--- config.mk ---
export PLATFORM = sky130hd
export DESIGN_NAME = dec_seq_n
export DESIGN_NICKNAME = d
export VERILOG_FILES = /design/src/rtl/dec_seq_n.sv
export SDC_FILE = /design/constraint.sdc
export NUM_CORES = 1
export LEC_CHECK = 0
export ABC_AREA = 1
export CAP_MARGIN = 20
export CORE_ASPECT_RATIO = 1.1
export CORE_MARGIN = 4
export CORE_UTILIZATION = 50
export CTS_CLUSTER_SIZE = 40
export DETAILED_ROUTE_END_ITERATION = 6
export DONT_BUFFER_PORTS = 1
export GPL_TIMING_DRIVEN = 0
export PLACE_DENSITY_LB_ADDON = 0.1
export SLEW_MARGIN = 10
export SYNTH_ARGS = -nofsm -noshare
export SYNTH_HDL_FRONTEND = slang
export SYNTH_SLANG_ARGS = --single-unit
--- constraint.sdc ---
create_clock -name sys_clk -period 1.7 [get_ports sys_clk]
set_clock_uncertainty 0.15 [all_clocks]
set_input_delay 0.085 -clock sys_clk [delete_from_list [all_inputs] [get_ports sys_clk]]
set_output_delay 0.085 -clock sys_clk [all_outputs]
set_load 0.01 [all_outputs]
--- src/rtl/dec_seq_n.sv ---
// Registered AW-to-2^AW one-hot strobe decoder with direct-load and scan sequencer modes.
// Optional DEC_SEQ_AUTOREP_EN: cyclic auto-repeat scan with an added stop input.
module dec_seq_n #(
  parameter int AW = 3
) (
  input  logic                 sys_clk,
  input  logic                 reset,
  input  logic                 gn,
  input  logic                 mode,
  input  logic                 load,
  input  logic [AW-1:0]        a,
  input  logic                 start,
  input  logic                 step,
  input  logic [AW-1:0]        last,
`ifdef DEC_SEQ_AUTOREP_EN
  input  logic                 stop,
`endif
  output logic [(1<<AW)-1:0]   z,
  output logic [AW-1:0]        cur,
  output logic                 busy,
  output logic                 done
);

  localparam int N = 1 << AW;

  typedef enum logic [1:0] {
    IDLE = 2'd0,
    RUN  = 2'd1,
    FIN  = 2'd2
  } state_t;

  state_t          state_q, state_d;
  logic [AW-1:0]   cur_q, cur_d;
  logic [AW-1:0]   last_r_q, last_r_d;
  logic [N-1:0]    z_q, z_d;
  logic            busy_q, busy_d;
  logic            done_q, done_d;
`ifdef DEC_SEQ_AUTOREP_EN
  logic [AW-1:0]   start_r_q, start_r_d;
`endif

  function automatic logic [N-1:0] onehot(input logic [AW-1:0] idx);
    logic [N-1:0] v;
    v      = '0;
    v[idx] = 1'b1;
    return v;
  endfunction

  always_comb begin
    state_d  = state_q;
    cur_d    = cur_q;
    last_r_d = last_r_q;
    z_d      = '0;
    done_d   = 1'b0;
`ifdef DEC_SEQ_AUTOREP_EN
    start_r_d = start_r_q;
`endif
    case (state_q)
      IDLE: begin
        if (!mode) begin
          if (load) cur_d = a;
          z_d = onehot(cur_d) & {N{~gn}};
        end else if (start) begin
          cur_d    = a;
          last_r_d = last;
`ifdef DEC_SEQ_AUTOREP_EN
          start_r_d = a;
`endif
          state_d  = RUN;
          z_d      = onehot(a) & {N{~gn}};
        end
      end
      RUN: begin
`ifdef DEC_SEQ_AUTOREP_EN
        if (stop) begin
          state_d = FIN;
        end else if (step) begin
          if (cur_q != last_r_q) begin
            cur_d = cur_q + AW'(1);
          end else begin
            cur_d  = start_r_q;
            done_d = 1'b1;
          end
        end
`else
        if (step) begin
          if (cur_q != last_r_q) cur_d = cur_q + AW'(1);
          else                   state_d = FIN;
        end
`endif
        // z tracks the index that will be current after this edge
        if (state_d == RUN) z_d = onehot(cur_d) & {N{~gn}};
      end
      FIN:     state_d = IDLE;
      default: state_d = IDLE;
    endcase
    busy_d = (state_d == RUN);
    if (state_d == FIN) done_d = 1'b1;
  end

  always_ff @(posedge sys_clk or posedge reset) begin
    if (reset) begin
      state_q  <= IDLE;
      cur_q    <= '0;
      last_r_q <= '0;
      z_q      <= '0;
      busy_q   <= 1'b0;
      done_q   <= 1'b0;
`ifdef DEC_SEQ_AUTOREP_EN
      start_r_q <= '0;
`endif
    end else begin
      state_q  <= state_d;
      cur_q    <= cur_d;
      last_r_q <= last_r_d;
      z_q      <= z_d;
      busy_q   <= busy_d;
      done_q   <= done_d;
`ifdef DEC_SEQ_AUTOREP_EN
      start_r_q <= start_r_d;
`endif
    end
  end

  assign z    = z_q;
  assign cur  = cur_q;
  assign busy = busy_q;
  assign done = done_q;

endmodule
Word level (Yosys, flattened, before mapping) --
Cells that the tools add are included.
Storage, ports and cells: bits of input ports 13, logic and storage cells 56, bits in registers 18
Operators by class: reduce and logical (&&, ||, !) cells 7, bitwise operators 4, muxes and demuxes 26, order comparisons 6, add/sub/neg operators 1, equality and inequality tests 6
Operators by type and width (number):
- AND 8 bit | 3
- 2-to-1 mux 3 bit | 8
- 2-to-1 mux 8 bit | 3
- case mux 8 bit (2 select lines) | 1
- less-than comparator 3 x 4 -> 1 bit, second input constant | 3
- 2-to-1 mux 2 bit | 5
- demux 1 bit (select 3 bit) | 3
- >= comparator 3 x 1 -> 1 bit, second input constant | 3
- equality test 2 x 1 -> 1 bit, second input constant | 3
- case mux 3 bit (2 select lines) | 1
- 2-to-1 mux 1 bit | 4
- case mux 2 bit (2 select lines) | 1
- adder 3 x 1 -> 3 bit, second input constant | 1
- logical AND 1 bit | 3
- inequality test 3 bit | 1
- inequality test 3 bit, second input constant | 1
- AND reduction 3 bit | 1
- equality test 2 bit, second input constant | 1
- zero test 2 bit | 1
- AND reduction 2 bit | 1
- nonzero test 2 bit | 1
- inverter 1 bit | 1

Longest topological paths before layout --
Gate-level depths: netlist of run 1.
word-level depth 11, gate-level depth with buffers 10, mapped depth without buffers 10

Least setup slack after synthesis of run 1 --
No wires, ideal clock.
kind register to register, from register cur_q[2], in the netlist cur[2], to register z_q[4], in the netlist z[4], clock period less this slack 1482 ps, data required time 1434 ps, stages on the path, launching flop included 10, setup slack 218 ps, data arrival time 1215 ps, cells stage by stage dfrtp_1 -> buf_6 -> xnor2_4 -> nand3_4 -> nand2_1 -> nand3_1 -> nand2_1 -> nor2_1 -> nand2_1 -> nand2_1
Between the ends: longest elaborated chain between the ends 11, elaborated cells between the ends (all ways) 27, classes of those cells add/sub: 1; order compare: 4; eq/ne: 2; mux: 16; bitwise: 2; reduce/logical: 2
RTL lines:
- from (decl) | line 33 | logic [AW-1:0] cur_q, cur_d;
- from (signal assigned) | line 114 | cur_q <= cur_d;
- adder 3 x 1 -> 3 bit or inequality test 3 bit (tied branches) | line 87 | if (cur_q != last_r_q) cur_d = cur_q + AW'(1);
- 2-to-1 mux 3 bit | line 87
- 2-to-1 mux 3 bit | line 86 | if (step) begin
- 2-to-1 mux 3 bit | line 58 | case (state_q)
- less-than comparator 3 x 4 -> 1 bit (implied by the code) or >= comparator 3 x 1 -> 1 bit (tied branches) | line 45 | v[idx] = 1'b1;
- logical AND 1 bit (implied by the code) | line 45
- 2-to-1 mux 1 bit (implied by the code) | line 45
- demux 1 bit (select 3 bit) | line 45
- AND 8 bit | line 92 | if (state_d == RUN) z_d = onehot(cur_d) & {N{~gn}};
- 2-to-1 mux 8 bit | line 92
- case mux 8 bit (2 select lines) (*) | line 58
- via z_d[4] | line 35 | logic [N-1:0] z_q, z_d;
- to (signal assigned) | line 116 | z_q <= z_d;
- to (decl) | line 35
Mark *: on every way through the listed nets, which the timed path passes. The rest lies on a longest branch. The select of a mux whose other input is x is not followed. A chain may end at the register's enable or synchronous reset.

Worst setup path in the final report of run 1 --
from register cur_q[2], in the netlist cur[2], to register z_q[2], in the netlist z[2]
The elaborated chain is that of the path after synthesis.

==> impl_metrics.env, run 1 <==
export IMPL_clkTransAtPathRegs_ns=0.08
export IMPL_cp_max_fo=8
export IMPL_dpl_worst_slack_ns=0.03104
export IMPL_clock_latency_ns=0.28
export IMPL_wl_microns=2440
export IMPL_cts_buffers=3
export IMPL_first_iter_violations=25
export IMPL_gp_congestion=0.8294
export IMPL_final_cell_mix="nand2_1, dfrtp_1, inv_1"
export IMPL_min_period_ns=1.641
export IMPL_seq_area_sq_um=452.9
export IMPL_synth_area_per_cell_sq_um=7.442
export IMPL_worstReg2RegEnd="z[2]"
export IMPL_syn_nets=167
export IMPL_cts_tree="built"
export IMPL_status="finished, final reports clean"
export IMPL_ys_seq_area_share_pct=39.56
export IMPL_cp_num_cells=7
export IMPL_ios=26
export IMPL_antenna_found_initial=0
export IMPL_ys_seq_elements=18
export IMPL_syn_inst=153
export IMPL_drtAntennaViolNets=0
export IMPL_fillers=213
export IMPL_yosys_warnings=0
export IMPL_rsz0062_at_grt="yes"
export IMPL_rows=17
export IMPL_cts_path_max_buffers=2
export IMPL_core_area_sq_um=2085
export IMPL_timing_rr_start="cur[2]"
export IMPL_layout_setup_ws_ns=0.05901
export IMPL_start_util_pct=54.62
export IMPL_r2r_cells=7
export IMPL_fin_crit_sh_pct=96.53
export IMPL_port_buffers=0
export IMPL_dpl_hpwl_microns=1916
export IMPL_holdCritPathClass="in -> reg"
export IMPL_first_pass_iters=4
export IMPL_cp_end_kind="register"
export IMPL_leakagePower_nw=0.6750
export IMPL_die_area_sq_um=3106
export IMPL_tightest_slew_ns=0.7220
export IMPL_fin_area_sq_um=1331
export IMPL_critPathTopFamily="simple AND/OR/NAND/NOR gates"
export IMPL_finalPower_mw=2.159
export IMPL_cts_sink_count=18
export IMPL_placed_area_sq_um=1174
export IMPL_grt_overflow=0
export IMPL_critical_path_slowest_cell="dfrtp_1"
export IMPL_critPathBufInv=1
export IMPL_drive_gt1_share_pct=14.88
export IMPL_grt_max_degree=19
export IMPL_root_buffer="clkbuf_4"
export IMPL_cpMostUsedCell="nand2_1"
export IMPL_cp_required_ns=1.72
export IMPL_fp_dieH_microns=58.05
export IMPL_drc_errors=0
export IMPL_fin_nets=184
export IMPL_cp_arrival_ns=1.66
export IMPL_cap_violations=0
export IMPL_max_freq_mhz=609.4
export IMPL_die_w_microns=53.50
export IMPL_p_per_area_nw_per_um2=1622
export IMPL_crit_type="reg -> reg"
export IMPL_setup_viol=0
export IMPL_peakVddDrop_uv=1006
export IMPL_min_path_cells=4
export IMPL_area_growth_synth_to_final_pct=16.92
export IMPL_mostFrequentLayoutCell="nand2_1"
export IMPL_slowest_delay_ns=0.43
export IMPL_whs_endpoint="z[4]"
export IMPL_track_usage_pct=17.93
export IMPL_hold_viol=0
export IMPL_start_kind="register"
export IMPL_drv_slew=0
export IMPL_wl_per_cell_microns=12.45
export IMPL_syn_cell_area_sq_um=1139
export IMPL_cts_htree_levels=1
export IMPL_vias=1049
export IMPL_hold_start="start"
export IMPL_grt_pass1_wl_microns=4098
export IMPL_multi_input_area_sq_um=628.1
export IMPL_synth_cell_types=25
export IMPL_antenna_cells=0
export IMPL_via_per_inst=5.352
export IMPL_startpoint="cur[2]"
export IMPL_ff2ff_setup_slack_ns=0.06
export IMPL_crit_chain="buf_6 -> xnor2_4 -> nand4_2 -> nand3b_1 -> nor2_2 -> nand2_1 -> nand2_1"
export IMPL_slew_headroom_pct=51.50
export IMPL_grt_pass1_vias=975
-- synthesized netlist by cell type (all sizes together) --
library cell	instances	area, sq um
nor3	1	5.000
inv	14	52.55
mux2	1	11.26
nand3	8	52.55
buf	2	22.52
ha	1	12.51
nor2	14	57.55
nand2	64	260.3
dfrtp	18	450.4
o21ai	6	30.03
o22ai	8	50.05
nand3b	2	15.01
xor2	1	8.760
nand4	3	25.02
a22oi	2	15.01
xnor2	1	27.53
a21oi	3	15.01
o211ai	2	15.01
or2	2	12.51
-- timing repair --
item / CTS / global route
gates resized for setup: 0 / 8
hold buffers: 11 / 0
setup buffers: 0 / 1
endpoints found under the hold margin: 36 / 0
setup endpoints to repair: 0 / 11
-- where the power goes --
group          switching, mW  internal, mW  total [mW]
Combinational          0.722         0.463        1.19
Sequential             0.190         0.592       0.782
Clock                  0.110        0.0821       0.192
-- metal layers --
metal / share of wire, % / wire (microns) / vias up / global-route usage (%)
met3: 5.5 / 135 / 2 / 3.342
met1: 45 / 1087 / 482 / 21.81
met4: 1.1 / 28 / 0 / 8.759
li1: - / - / 534 / -
met2: 49 / 1188 / 31 / 29.77
met5: 0 / 0 / - / 0
-- flip-flops by register name (all words and copies together), names as in the netlist --
name	flops
state_q	2
done	1
busy	1
cur	3
z	8
last_r_q	3
-- logic make-up (layout without fill, tap and decap cells) --
family | Yosys count | after routing | synth area share [%]
mux | 1 | 1 | 0.9889
xor+xnor | 2 | 2 | 3.187
flops | 18 | 18 | 39.56
fa+ha+maj | 1 | 1 | 1.099
simple gates | 94 | 94 | 37.58
buf+inv | 16 | 31 | 6.593
compound gates | 21 | 21 | 10.99
-- worst reg2reg max path: stages (launching register included) --
cell	delay (ns)
dfrtp_1	0.43
buf_6	0.17
xnor2_4	0.20
nand4_2	0.16
nand3b_1	0.21
nor2_2	0.09
nand2_1	0.07
nand2_1	0.05
-- cell type report --
cell class              count  area share [%]
flip-flops and latches     18           34.02
well taps                  28           2.632
plain buffers               2           1.692
clock buffers               3           1.692
multi-input cells         119           47.18
inverters                  14           3.947
repair buffers             12           8.835
-- worst max path at each step --
| stage | slack [ns] | to |
|---|---|---|
| 6_report | 0.06 | z[2] |
| 3_3_place_gp | 0.04 | z[7] |
| 5_1_grt | -0.04 | z[3] |
| 3_5_place_dp | 0.03 | z[2] |
| 2_1_floorplan | 0.22 | z[4] |
| 4_1_cts | 0.003 | z[2] |
-- through the flow --
step | cells | TNS, ns | hold WS (ns) | utilization (%)
floorplan | 153 | 0 | -0.1264 | -
global placement | 181 | 0 | -0.05662 | 56.30
CTS | 195 | 0 | 0.006008 | 62.67
finish | 196 | 0 | 0.01578 | 63.87
detailed placement | 181 | 0 | -0.04671 | 56.30
global route | 196 | -0.1974 | 0.01595 | 63.87
No activity file was read; power rests on OpenSTA's default activity.
==> inputs of run 2 (changes only) <==
--- a/config.mk
+++ b/config.mk
@@ -14,6 +14,7 @@
 export DETAILED_ROUTE_END_ITERATION = 6
 export DONT_BUFFER_PORTS = 1
 export GPL_TIMING_DRIVEN = 0
+export MAX_ROUTING_LAYER = met4
 export PLACE_DENSITY_LB_ADDON = 0.1
 export SLEW_MARGIN = 10
 export SYNTH_ARGS = -nofsm -noshare
==> constraint.sdc (replaced) <==
create_clock -name sys_clk -period 1.61 [get_ports sys_clk]
set_clock_uncertainty 0.15 [all_clocks]
set_input_delay 0.0805 -clock sys_clk [delete_from_list [all_inputs] [get_ports sys_clk]]
set_output_delay 0.0805 -clock sys_clk [all_outputs]
set_load 0.01 [all_outputs]
==> impl_metrics.env, run 2 (synthesis results as in run 1) <==
export IMPL_status="complete, but fails checks"
export IMPL_failed_checks="negative setup slack"
export IMPL_port_buffers=0
export IMPL_power_internal_mw=1.268
export IMPL_drv_slew=0
export IMPL_cp_end_kind="register"
export IMPL_p_comb_share_pct=57.7
export IMPL_die_w_microns=53.50
export IMPL_min_period_ns=1.642
export IMPL_crit_chain="buf_6 -> xnor2_4 -> nand3_4 -> nand2_4 -> nand2_1 -> nand2_2 -> nor2_1 -> nand2_1 -> nand2_1"
export IMPL_grt_util_met1_pct=21.81
export IMPL_core_area_sq_um=2085
export IMPL_clkPwrFrac_pct=8.6
export IMPL_p_sw_share_pct=48.55
export IMPL_clkTransAtPathRegs_ns=0.08
export IMPL_grt_overflow=0
export IMPL_grt_max_degree=19
export IMPL_switchingPower_mw=1.196
export IMPL_drive_gt1_share_pct=19.88
export IMPL_holdCritPathClass="in -> reg"
export IMPL_largest_register_ffs=8
export IMPL_grt_pass1_vias=1052
export IMPL_gp_congestion=0.8421
export IMPL_peakVddDrop_uv=1122
export IMPL_ios=26
export IMPL_pwr_share_seq_pct=33.7
export IMPL_drc_errors=0
export IMPL_dpl_hpwl_microns=1916
export IMPL_first_iter_violations=29
export IMPL_fin_setup_tns_ns=-0.1451
export IMPL_top_usage_layer="met2"
export IMPL_track_usage_pct=19.27
export IMPL_first_pass_iters=4
export IMPL_cp_arrival_ns=1.66
export IMPL_finalPower_mw=2.465
export IMPL_wl_microns=2621
export IMPL_cts_htree_levels=1
export IMPL_fin_nets=187
export IMPL_p_per_area_nw_per_um2=1767
export IMPL_mostFrequentLayoutCell="nand2_1"
export IMPL_crit_type="reg -> reg"
export IMPL_hold_viol=0
export IMPL_die_area_sq_um=3106
export IMPL_antenna_found_initial=0
export IMPL_drtAntennaViolNets=0
export IMPL_clock_latency_ns=0.29
export IMPL_root_buffer="clkbuf_4"
export IMPL_start_kind="register"
export IMPL_setup_viol=8
export IMPL_rows=17
export IMPL_cts_path_max_buffers=2
export IMPL_via_per_inst=5.417
export IMPL_tightest_slew_ns=0.7269
export IMPL_use_met3_pct=3.342
export IMPL_final_cell_mix="nand2_1, dfrtp_1, inv_1, dlygate4sd3_1"
export IMPL_wl_per_cell_microns=13.17
export IMPL_vias=1078
export IMPL_critical_path_slowest_cell="dfrtp_1"
export IMPL_leakagePower_nw=0.6913
export IMPL_antenna_cells=0
export IMPL_cts_tree="built"
export IMPL_use_met2_pct=32.05
export IMPL_fin_crit_sh_pct=102.0
export IMPL_cp_required_ns=1.63
export IMPL_cp_max_fo=8
export IMPL_rsz0062_at_grt="yes"
export IMPL_slowest_delay_ns=0.43
export IMPL_area_growth_synth_to_final_pct=22.53
export IMPL_cts_sink_count=18
export IMPL_cts_buffers=3
export IMPL_fp_dieH_microns=58.05
export IMPL_grt_pass1_wl_microns=4291
export IMPL_cap_violations=0
export IMPL_slew_headroom_pct=51.17
export IMPL_max_freq_mhz=608.9
export IMPL_start_util_pct=54.62
export IMPL_layout_setup_ws_ns=-0.03232
export IMPL_cpMostUsedCell="nand2_1"
[run 2: repair_timing]
action	CTS	global route
hold buffers	10	2
endpoints found under the hold margin	36	8
pin swaps	3	3
setup buffers	1	2
endpoints found under the setup margin	9	11
gates resized for setup	9	11
[run 2: final cells by class]
type / instances / area [sq um]
sequential: 18 / 452.9
tap: 28 / 35.03
inverter: 14 / 52.55
multi-input combinational: 119 / 666.9
clock buffer: 3 / 22.52
fill: 201 / 689.4
timing repair buffer: 15 / 142.6
buffer: 2 / 22.52
[run 2: through the flow]
step	instances	instance area [sq um]	hold WS, ns	utilization (%)	setup slack (ns)
after floorplan	153	1139	-0.1309	-	0.1284
after global placement	181	1174	-0.06112	56.30	-0.04662
after detailed placement	181	1174	-0.05121	56.30	-0.05896
after CTS	195	1333	-0.09623	63.93	-0.01433
after global routing	199	1395	0.008830	66.93	-0.1206
final	199	1395	0.007173	66.93	-0.03232
[run 2: power by group through the flow]
| stage | clock [mW] | sequential [mW] | combinational, mW |
|---|---|---|---|
| 2_1_floorplan | 0 | 0.792 | 0.981 |
| 3_3_place_gp | 0 | 0.828 | 1.13 |
| 3_5_place_dp | 0 | 0.831 | 1.16 |
| 4_1_cts | 0.215 | 0.828 | 1.28 |
| 5_1_grt | 0.248 | 0.850 | 1.57 |
| 6_report | 0.213 | 0.830 | 1.42 |
[run 2: final timing paths]
kind                             startpoint  depth (start not counted)     endpoint  slack (ns)
worst max-delay path                 cur[2]                          9         z[0]       -0.03
min in group asynchronous             reset                          2  last_r_q[1]        0.16
worst min register to register  last_r_q[1]                          2  last_r_q[1]        0.40
max in group asynchronous             reset                          2       cur[0]        0.70
worst min-delay path                  start                          4         z[4]       0.007
worst max register to register       cur[2]                          9         z[0]       -0.03
[run 2: critical path: cells and delay by family, from the launching register on]
family | cells | cell delay [ns]
xor+xnor | 1 | 0.20
buf+inv | 1 | 0.16
flops | 1 | 0.43
simple gates | 7 | 0.61
[run 2: metal layers]
| layer | wire length [microns] | up-vias |
|---|---|---|
| met2 | 1323 | 31 |
| met3 | 129 | 2 |
| li1 | - | 541 |
| met1 | 1142 | 504 |
| met4 | 27 | 0 |
| met5 | 0 | - |
